File: src/rtl/mov8_pkg.sv
// Shared types for the 8-register move sequencer: FSM states, register index
// type and the named register indices.
package mov8_pkg;

    typedef enum logic [2:0] {
        IDLE,
        SELECT,
        LOAD,
        HOLD,
        DONE
    } state_t;

    typedef logic [2:0] reg_idx_t;

    localparam reg_idx_t REG_A  = 3'd0;
    localparam reg_idx_t REG_B  = 3'd1;
    localparam reg_idx_t REG_C  = 3'd2;
    localparam reg_idx_t REG_D  = 3'd3;
    localparam reg_idx_t REG_M1 = 3'd4;
    localparam reg_idx_t REG_M2 = 3'd5;
    localparam reg_idx_t REG_X  = 3'd6;
    localparam reg_idx_t REG_Y  = 3'd7;

    function automatic logic [7:0] onehot8(input reg_idx_t idx);
        onehot8 = 8'b1 << idx;
    endfunction

endpackage

File: src/rtl/mov8_phase_timer.sv
// Loadable down-counter timing each sequencer phase; tc is high while the
// count sits at zero, i.e. in the last cycle of a phase.
module mov8_phase_timer #(
    parameter int CNT_W = 2
) (
    input  logic             clk,
    input  logic             reset,
    input  logic             load,
    input  logic [CNT_W-1:0] load_val,
    output logic             tc
);

    logic [CNT_W-1:0] count;

    always_ff @(posedge clk or posedge reset) begin
        if (reset) begin
            count <= '0;
        end else if (load) begin
            count <= load_val;
        end else if (count != '0) begin
            count <= count - CNT_W'(1);
        end
    end

    assign tc = (count == '0);

endmodule

File: src/rtl/mov8_sequencer.sv
// Register-to-register move sequencer: select source, strobe destination load,
// hold select, pulse done. Optional MOV8_SAME_REG_ABORT_EN adds err port.
module mov8_sequencer
    import mov8_pkg::*;
#(
    parameter int SETTLE_CYC = 2,
    parameter int LOAD_CYC   = 2,
    parameter int HOLD_CYC   = 1
) (
    input  logic       clk,
    input  logic       reset,
    input  logic       start,
    input  logic [2:0] src,
    input  logic [2:0] dst,
    output logic [7:0] sel,
    output logic [7:0] ld,
    output logic       busy,
    output logic       done
`ifdef MOV8_SAME_REG_ABORT_EN
    ,
    output logic       err
`endif
);

    localparam int MAX_CYC = (SETTLE_CYC > LOAD_CYC) ?
                             ((SETTLE_CYC > HOLD_CYC) ? SETTLE_CYC : HOLD_CYC) :
                             ((LOAD_CYC > HOLD_CYC) ? LOAD_CYC : HOLD_CYC);
    localparam int CNT_W = $clog2(MAX_CYC + 1);

    // Timer is loaded with length-1 so tc marks the final cycle of the phase.
    localparam logic [CNT_W-1:0] SETTLE_LD = CNT_W'(SETTLE_CYC - 1);
    localparam logic [CNT_W-1:0] LOAD_LD   = CNT_W'(LOAD_CYC - 1);
    localparam logic [CNT_W-1:0] HOLD_LD   = CNT_W'(HOLD_CYC - 1);

    state_t           state, state_nx;
    reg_idx_t         src_q, dst_q;
    logic             accept;
    logic             same_abort;
    logic             tmr_load;
    logic [CNT_W-1:0] tmr_val;
    logic             tc;

`ifdef MOV8_SAME_REG_ABORT_EN
    assign same_abort = (src == dst);
`else
    assign same_abort = 1'b0;
`endif

    mov8_phase_timer #(
        .CNT_W(CNT_W)
    ) u_timer (
        .clk     (clk),
        .reset   (reset),
        .load    (tmr_load),
        .load_val(tmr_val),
        .tc      (tc)
    );

    always_comb begin
        state_nx = state;
        accept   = 1'b0;
        tmr_load = 1'b0;
        tmr_val  = '0;
        case (state)
            IDLE: begin
                if (start && !same_abort) begin
                    accept   = 1'b1;
                    state_nx = SELECT;
                    tmr_load = 1'b1;
                    tmr_val  = SETTLE_LD;
                end
            end
            SELECT: begin
                if (tc) begin
                    state_nx = LOAD;
                    tmr_load = 1'b1;
                    tmr_val  = LOAD_LD;
                end
            end
            LOAD: begin
                if (tc) begin
                    state_nx = HOLD;
                    tmr_load = 1'b1;
                    tmr_val  = HOLD_LD;
                end
            end
            HOLD: begin
                if (tc) begin
                    state_nx = DONE;
                end
            end
            DONE:    state_nx = IDLE;
            default: state_nx = IDLE;
        endcase
    end

    always_ff @(posedge clk or posedge reset) begin
        if (reset) begin
            state <= IDLE;
            src_q <= REG_A;
            dst_q <= REG_A;
        end else begin
            state <= state_nx;
            if (accept) begin
                src_q <= src;
                dst_q <= dst;
            end
        end
    end

`ifdef MOV8_SAME_REG_ABORT_EN
    always_ff @(posedge clk or posedge reset) begin
        if (reset) begin
            err <= 1'b0;
        end else begin
            err <= (state == IDLE) && start && same_abort;
        end
    end
`endif

    // Strobes decode from registered state only, so reset clears them at once.
    assign sel  = (state == SELECT || state == LOAD || state == HOLD) ? onehot8(src_q) : 8'h00;
    assign ld   = (state == LOAD && src_q != dst_q) ? onehot8(dst_q) : 8'h00;
    assign busy = (state != IDLE);
    assign done = (state == DONE);

endmodule

File: config.mk
export PLATFORM = sky130hd
export DESIGN_NAME = mov8_sequencer
export DESIGN_NICKNAME = d
export VERILOG_FILES = /design/src/rtl/mov8_pkg.sv /design/src/rtl/mov8_phase_timer.sv /design/src/rtl/mov8_sequencer.sv
export SDC_FILE = /design/constraint.sdc
export NUM_CORES = 1
export LEC_CHECK = 0
export CAP_MARGIN = 40
export CORE_MARGIN = 8
export CORE_UTILIZATION = 38
export DETAILED_ROUTE_END_ITERATION = 16
export PLACE_DENSITY = 0.73
export RECOVER_POWER = 100
export SYNTH_ARGS = -nofsm -noshare
export SYNTH_HDL_FRONTEND = slang
export SYNTH_SLANG_ARGS = --single-unit
export TNS_END_PERCENT = 50
File: constraint.sdc
create_clock -name clk -period 1.4 [get_ports clk]
set_input_delay 0.42 -clock clk [delete_from_list [all_inputs] [get_ports clk]]
set_output_delay 0.42 -clock clk [all_outputs]
set_load 0.005 [all_outputs]
==> After elaboration in Yosys (flattened, before gate mapping) <==
Index checks and enable logic that the tools add are counted.
Widths: inputs -> output; s select.
{ "op_classes": {"shifts": 2, "reduce_logical": 10, "mux": 16, "eq_ne": 9, "n_addsub": 1} }
{ "op_table": {"columns": ["cell", "n"], "rows": [
  ["$mux 8", 2],
  ["$shl 1x3->8 const A", 2],
  ["$mux 3", 4],
  ["$pmux 3 s4", 1],
  ["$ne 2x2->1 const B", 4],
  ["$eq 3x2->1 const B", 2],
  ["$mux 1", 5],
  ["$mux 2", 2],
  ["$pmux 1 s2", 2],
  ["$reduce_and 4->1", 1],
  ["$reduce_bool 2->1", 2],
  ["$eq 3x1->1 const B", 1],
  ["$eq 3x3->1 const B", 1],
  ["$logic_not 3->1", 1],
  ["$ne 3x3->1", 1],
  ["$reduce_bool 3->1", 1],
  ["$logic_not 2->1", 1],
  ["$logic_or 1x1->1", 2],
  ["$reduce_or 2->1", 1],
  ["$sub 2x1->2 const B", 1],
  ["$logic_and 1x1->1", 1]
]} }
{ "word_totals": {"out_inout_bits": 18, "register_bits": 11} }

==> Longest topological paths before layout <==
{ "depth": {"depth_word": 4, "ltp_mapped": 5} }

==> Modules after synthesis <==
From an unflattened synthesis, not the netlist that was laid out.
{ "hier_totals": {"hier_cells": 83, "hier_area_um2": 743.2} }
{ "modules_own_cells": {"columns": ["module", "area_each_um2", "instances", "seq_area_each_um2", "cells_each"], "rows": [
  ["mov8_sequencer", 615.6, 1, 225.2, 70],
  ["mov8_phase_timer", 127.6, 1, 50.0, 13]
]} }

==> Worst setup path before layout <==
Ideal clock, no wire load.
{ "synth_path": {"path_type": "reg2out", "startpoint": "register state[2]", "endpoint": "output sel[4]", "t_required_ps": 980, "t_arrival_ps": 1190, "stages_incl_launch_ff": 4, "slack_ps": -210, "path_cell_list": "dfrtp_1 > clkbuf_1 > or3b_1 > nor3_1"} }
{ "synth_via": {"elab_chain_cells": 4, "word_cells_on_any_way": 6, "cone_classes": "eq/ne: 3; mux: 1; reduce/logical: 2"} }
{ "synth_lines": {"columns": ["item", "line", "rtl"], "rows": [
  ["from (decl)", "mov8_sequencer.sv:35", "state_t state, state_nx;"],
  ["from (signal assigned)", "mov8_sequencer.sv:103", "state <= state_nx;"],
  ["$eq 3x1->1 / $eq 3x2->1 (equally long branches)", "mov8_sequencer.sv:122", "assign sel = (state == SELECT || state == LOAD || state == HOLD) ? onehot8(src_q) : 8'h00;"],
  ["$logic_or 1x1->1", "mov8_sequencer.sv:122", null],
  ["$logic_or 1x1->1 *", "mov8_sequencer.sv:122", null],
  ["$mux 8 *", "mov8_sequencer.sv:122", null],
  ["to (decl)", "mov8_sequencer.sv:15", "output logic [7:0] sel,"]
]} }
Every way passes the cells marked *; elsewhere a longest branch is shown, timed or not.

==> Worst setup path in the final report <==
{ "layout_path": {"startpoint": "register dst_q[0]", "endpoint": "output ld[7]"} }
{ "layout_via": {"elab_chain_cells": 3, "word_cells_on_any_way": 4, "cone_classes": "eq/ne: 1; shift: 1; mux: 1; reduce/logical: 1"} }
{ "layout_lines": {"columns": ["item", "line", "rtl"], "rows": [
  ["from (decl)", "mov8_sequencer.sv:36", "reg_idx_t src_q, dst_q;"],
  ["from (signal assigned)", "mov8_sequencer.sv:106", "dst_q <= dst;"],
  ["$ne 3x3->1", "mov8_sequencer.sv:123", "assign ld = (state == LOAD && src_q != dst_q) ? onehot8(dst_q) : 8'h00;"],
  ["$logic_and 1x1->1", "mov8_sequencer.sv:123", null],
  ["$mux 8 *", "mov8_sequencer.sv:123", null],
  ["to (decl)", "mov8_sequencer.sv:16", "output logic [7:0] ld,"]
]} }
Marks and branches as above.

==> results.md <==
- Initial Util: 0.408
- Sequence of cells on the critical path: xor2_2, o31ai_1, buf_4, buf_6, nor2_2, buf_2
- Boundary Pins: 27
- Multi-input logic area: 518 sq um
- Main synth FF type: dfrtp_1
- Worst setup margin: -559 ps
- Tcrit/Tclk final: 1.40
- Worst Skew: 1.02 ps
- Synth Net Count: 90
- Yosys top cell area share: 0.387
- Dpl ws: -621 ps
- Tightest Pin Transition: 398 ps
- H-tree depth: 1
- Slew Limit Fails: 0
- Buf+Inv Stages, Crit Path: 3
- Max-slew headroom: 0.734
- First-pass GRT wire length: 3650 microns
- Routed via count: 771
- Worst hold endpoint: dst_q[1]$_DFFE_PP0P_
- Clock-pin slew on the worst setup and hold paths: 70 ps
- Dpl cells: 145
- CTS root buf: clkbuf_4
- Post-Route Setup TNS: -9770 ps
- Post-Syn Instances: 80
- Worst Hold Launch: dst_q[1]$_DFFE_PP0P_
- Global route total overflow: 0
- Largest net degree at the start of global routing: 12
- Worst path slowest cell: dfrtp_2
- Ranking of synthesized cells by area: dfrtp_1, mux2_2, nor2_1
- Reg2reg start: state[2]$_DFFE_PP0P_
- Iter 0 DRT Violations: 15
- Power Total: 2.98 mW
- Nets: 144
- Largest area contributor in the netlist: dfrtp_1
- Fin util: 0.723
- CTS tree: done
- CP endpoint kind: output pin
- Register area: 280 sq um
- RSZ-0062 raised after global routing: yes
- Pwr/cell area: 2360 nW/um^2
- Violations in the final reports: setup timing
- Die Width: 59.3 microns
- Buffers added on ports: 26
- CP delay by family, top: flip-flops
- Residual DRC: 0
- Routed WL: 2320 microns
- Clock latency on the worst-skew pair: 260 ps
- Worst Path Arrival: 1540 ps
- Layout cells sized above 1: 0.609
- WP data required: 980 ps
- Peak supply drop: 1340 uV
- CTS buffer count: 3
- Critical path class: flip-flop to output pin
- Max Fanout on Critical Path: 4
- Status: finished with violations
- Drt wl/cell: 14.7 microns
- Filler cell count: 142
- Non-Filler Instances: 158
- Setup crit start kind: flip-flop
- Final instance area: 1260 sq um
- Synth Cell Area: 712 sq um
- R2r endpoint: src_q[0]$_DFFE_PP0P_
- Die height: 59.3 microns
- CTS hold repair buffers: 0
- WHS: 584 ps
- YS warnings: 0
- DRT Pass-1 Iters: 4
- R2R depth: 4
- Post-Syn Area per Cell: 8.90 sq um
- Netlist cell types: 31
- Leakage power: 0.581 nW
- Final Critical Period: 1960 ps
- Core ar.: 1750 sq um
- Vias in the first global route: 805
- Sequential area share after synthesis: 0.387
- DP Area: 1150 sq um
- Clk buf depth: 2
- Hold Path Depth: 1
- Number of max-cap violations: 0
- Gp weighted congestion: 0.835
- EDFF count, synth: 0
- Max incr delay on CP: 460 ps
- Worst min path class: flip-flop to flip-flop
- GR Util All Layers: 0.134
- Number of synthesized register bits: 11
- Antenna diodes: 0
- Start point of the critical path: dst_q[0]$_DFFE_PP0P_
- Final hold violation count: 0
- P&R area growth vs syn: 77.3%
- Sinks on Clock Net: 11
- Initial antenna violation count: 0
- Post-synth ARST share: 1.00
- R2R Setup Slk: -190 ps
- Vias per cell: 4.88
- Row Count: 15
- Die area: 3510 sq um
- Number of routed nets with antenna violations: 0
- HPWL Detailed: 1620 microns
- Max Clock Freq: 510 MHz
- Final setup viols: 23
[registers in the layout, indices dropped and copies added, names as in the netlist]
signal and count:
dst_q 3, src_q 3, state 3, u_timer.count 2
[worst max-delay path by stage]
stage	end	slack [ps]	cells past startpoint
after CTS	ld[4]	-560	7
after detailed placement	ld[1]	-620	5
after global routing	ld[4]	-640	6
after global placement	ld[4]	-610	4
after floorplan	sel[5]	-130	3
final	ld[7]	-560	6
[placed cells by master (no fill, tap or decap), types with 2 or more instances in the layout]
cell / n
a21oi_1: 2
buf_2: 18
buf_4: 19
buf_6: 7
clkbuf_4: 3
clkdlybuf4s50_1: 7
dfrtp_1: 7
dfrtp_2: 4
inv_1: 4
mux2_2: 5
nand2_1: 7
nand2b_1: 4
nor2_1: 3
nor2_2: 8
nor2_4: 3
nor3_2: 6
nor4b_4: 2
or3_1: 2
xor2_2: 2
[cell usage after synthesis (2+ instances only)]
cell type and n:
nor2_1 13, dfrtp_1 11, nand2_1 7, nor3_1 7, mux2_2 5, inv_1 4, nand2b_1 4, or3_1 3
xor2_1 3, a21oi_1 2
[area by class of cell]
class / instances / area share
sequential: 11 / 0.222
clock buffer: 4 / 0.0208
timing repair buffer: 52 / 0.310
tap: 25 / 0.0248
multi-input combinational: 62 / 0.410
inverter: 4 / 0.0119
[report_power, final]
part | leakage (nW) | switching [mW] | total, mW | internal, mW
clock | 0.0150 | 0.0963 | 0.206 | 0.110
combinational | 0.438 | 0.945 | 2.07 | 1.13
sequential | 0.128 | 0.219 | 0.706 | 0.487
total | 0.581 | 1.26 | 2.98 | 1.72
[layer usage]
layer / share of wire / GRT usage / vias up
met1: 0.38 / 0.144 / 369
met4: 0.016 / 0.0717 / 0
li1: - / - / 378
met5: 0 / 0 / -
met3: 0.061 / 0.0304 / 4
met2: 0.54 / 0.236 / 20
[cell families (layout without fill, tap and decap cells)]
| kind of cell | after synthesis | count (layout) | share of synthesized area |
|---|---|---|---|
| buffers and inverters | 7 | 60 | 0.0527 |
| XOR/XNOR | 4 | 4 | 0.0492 |
| AO/OA/AOI/OAI | 7 | 7 | 0.0615 |
| adder cells (fa/ha/maj) | 1 | 1 | 0.0176 |
| AND/OR/NAND/NOR | 45 | 45 | 0.353 |
| flip-flops | 11 | 11 | 0.387 |
| multiplexers | 5 | 5 | 0.0791 |
[timing repair]
| item | 4_1_cts | 5_1_grt |
|---|---|---|
| setup buffers | 8 | 2 |
| cloned | 0 | 0 |
| pin swaps | 15 | 7 |
| setup endpoints to repair | 23 | 23 |
| resized for setup | 85 | 15 |
(Power assumes the default switching activity.)
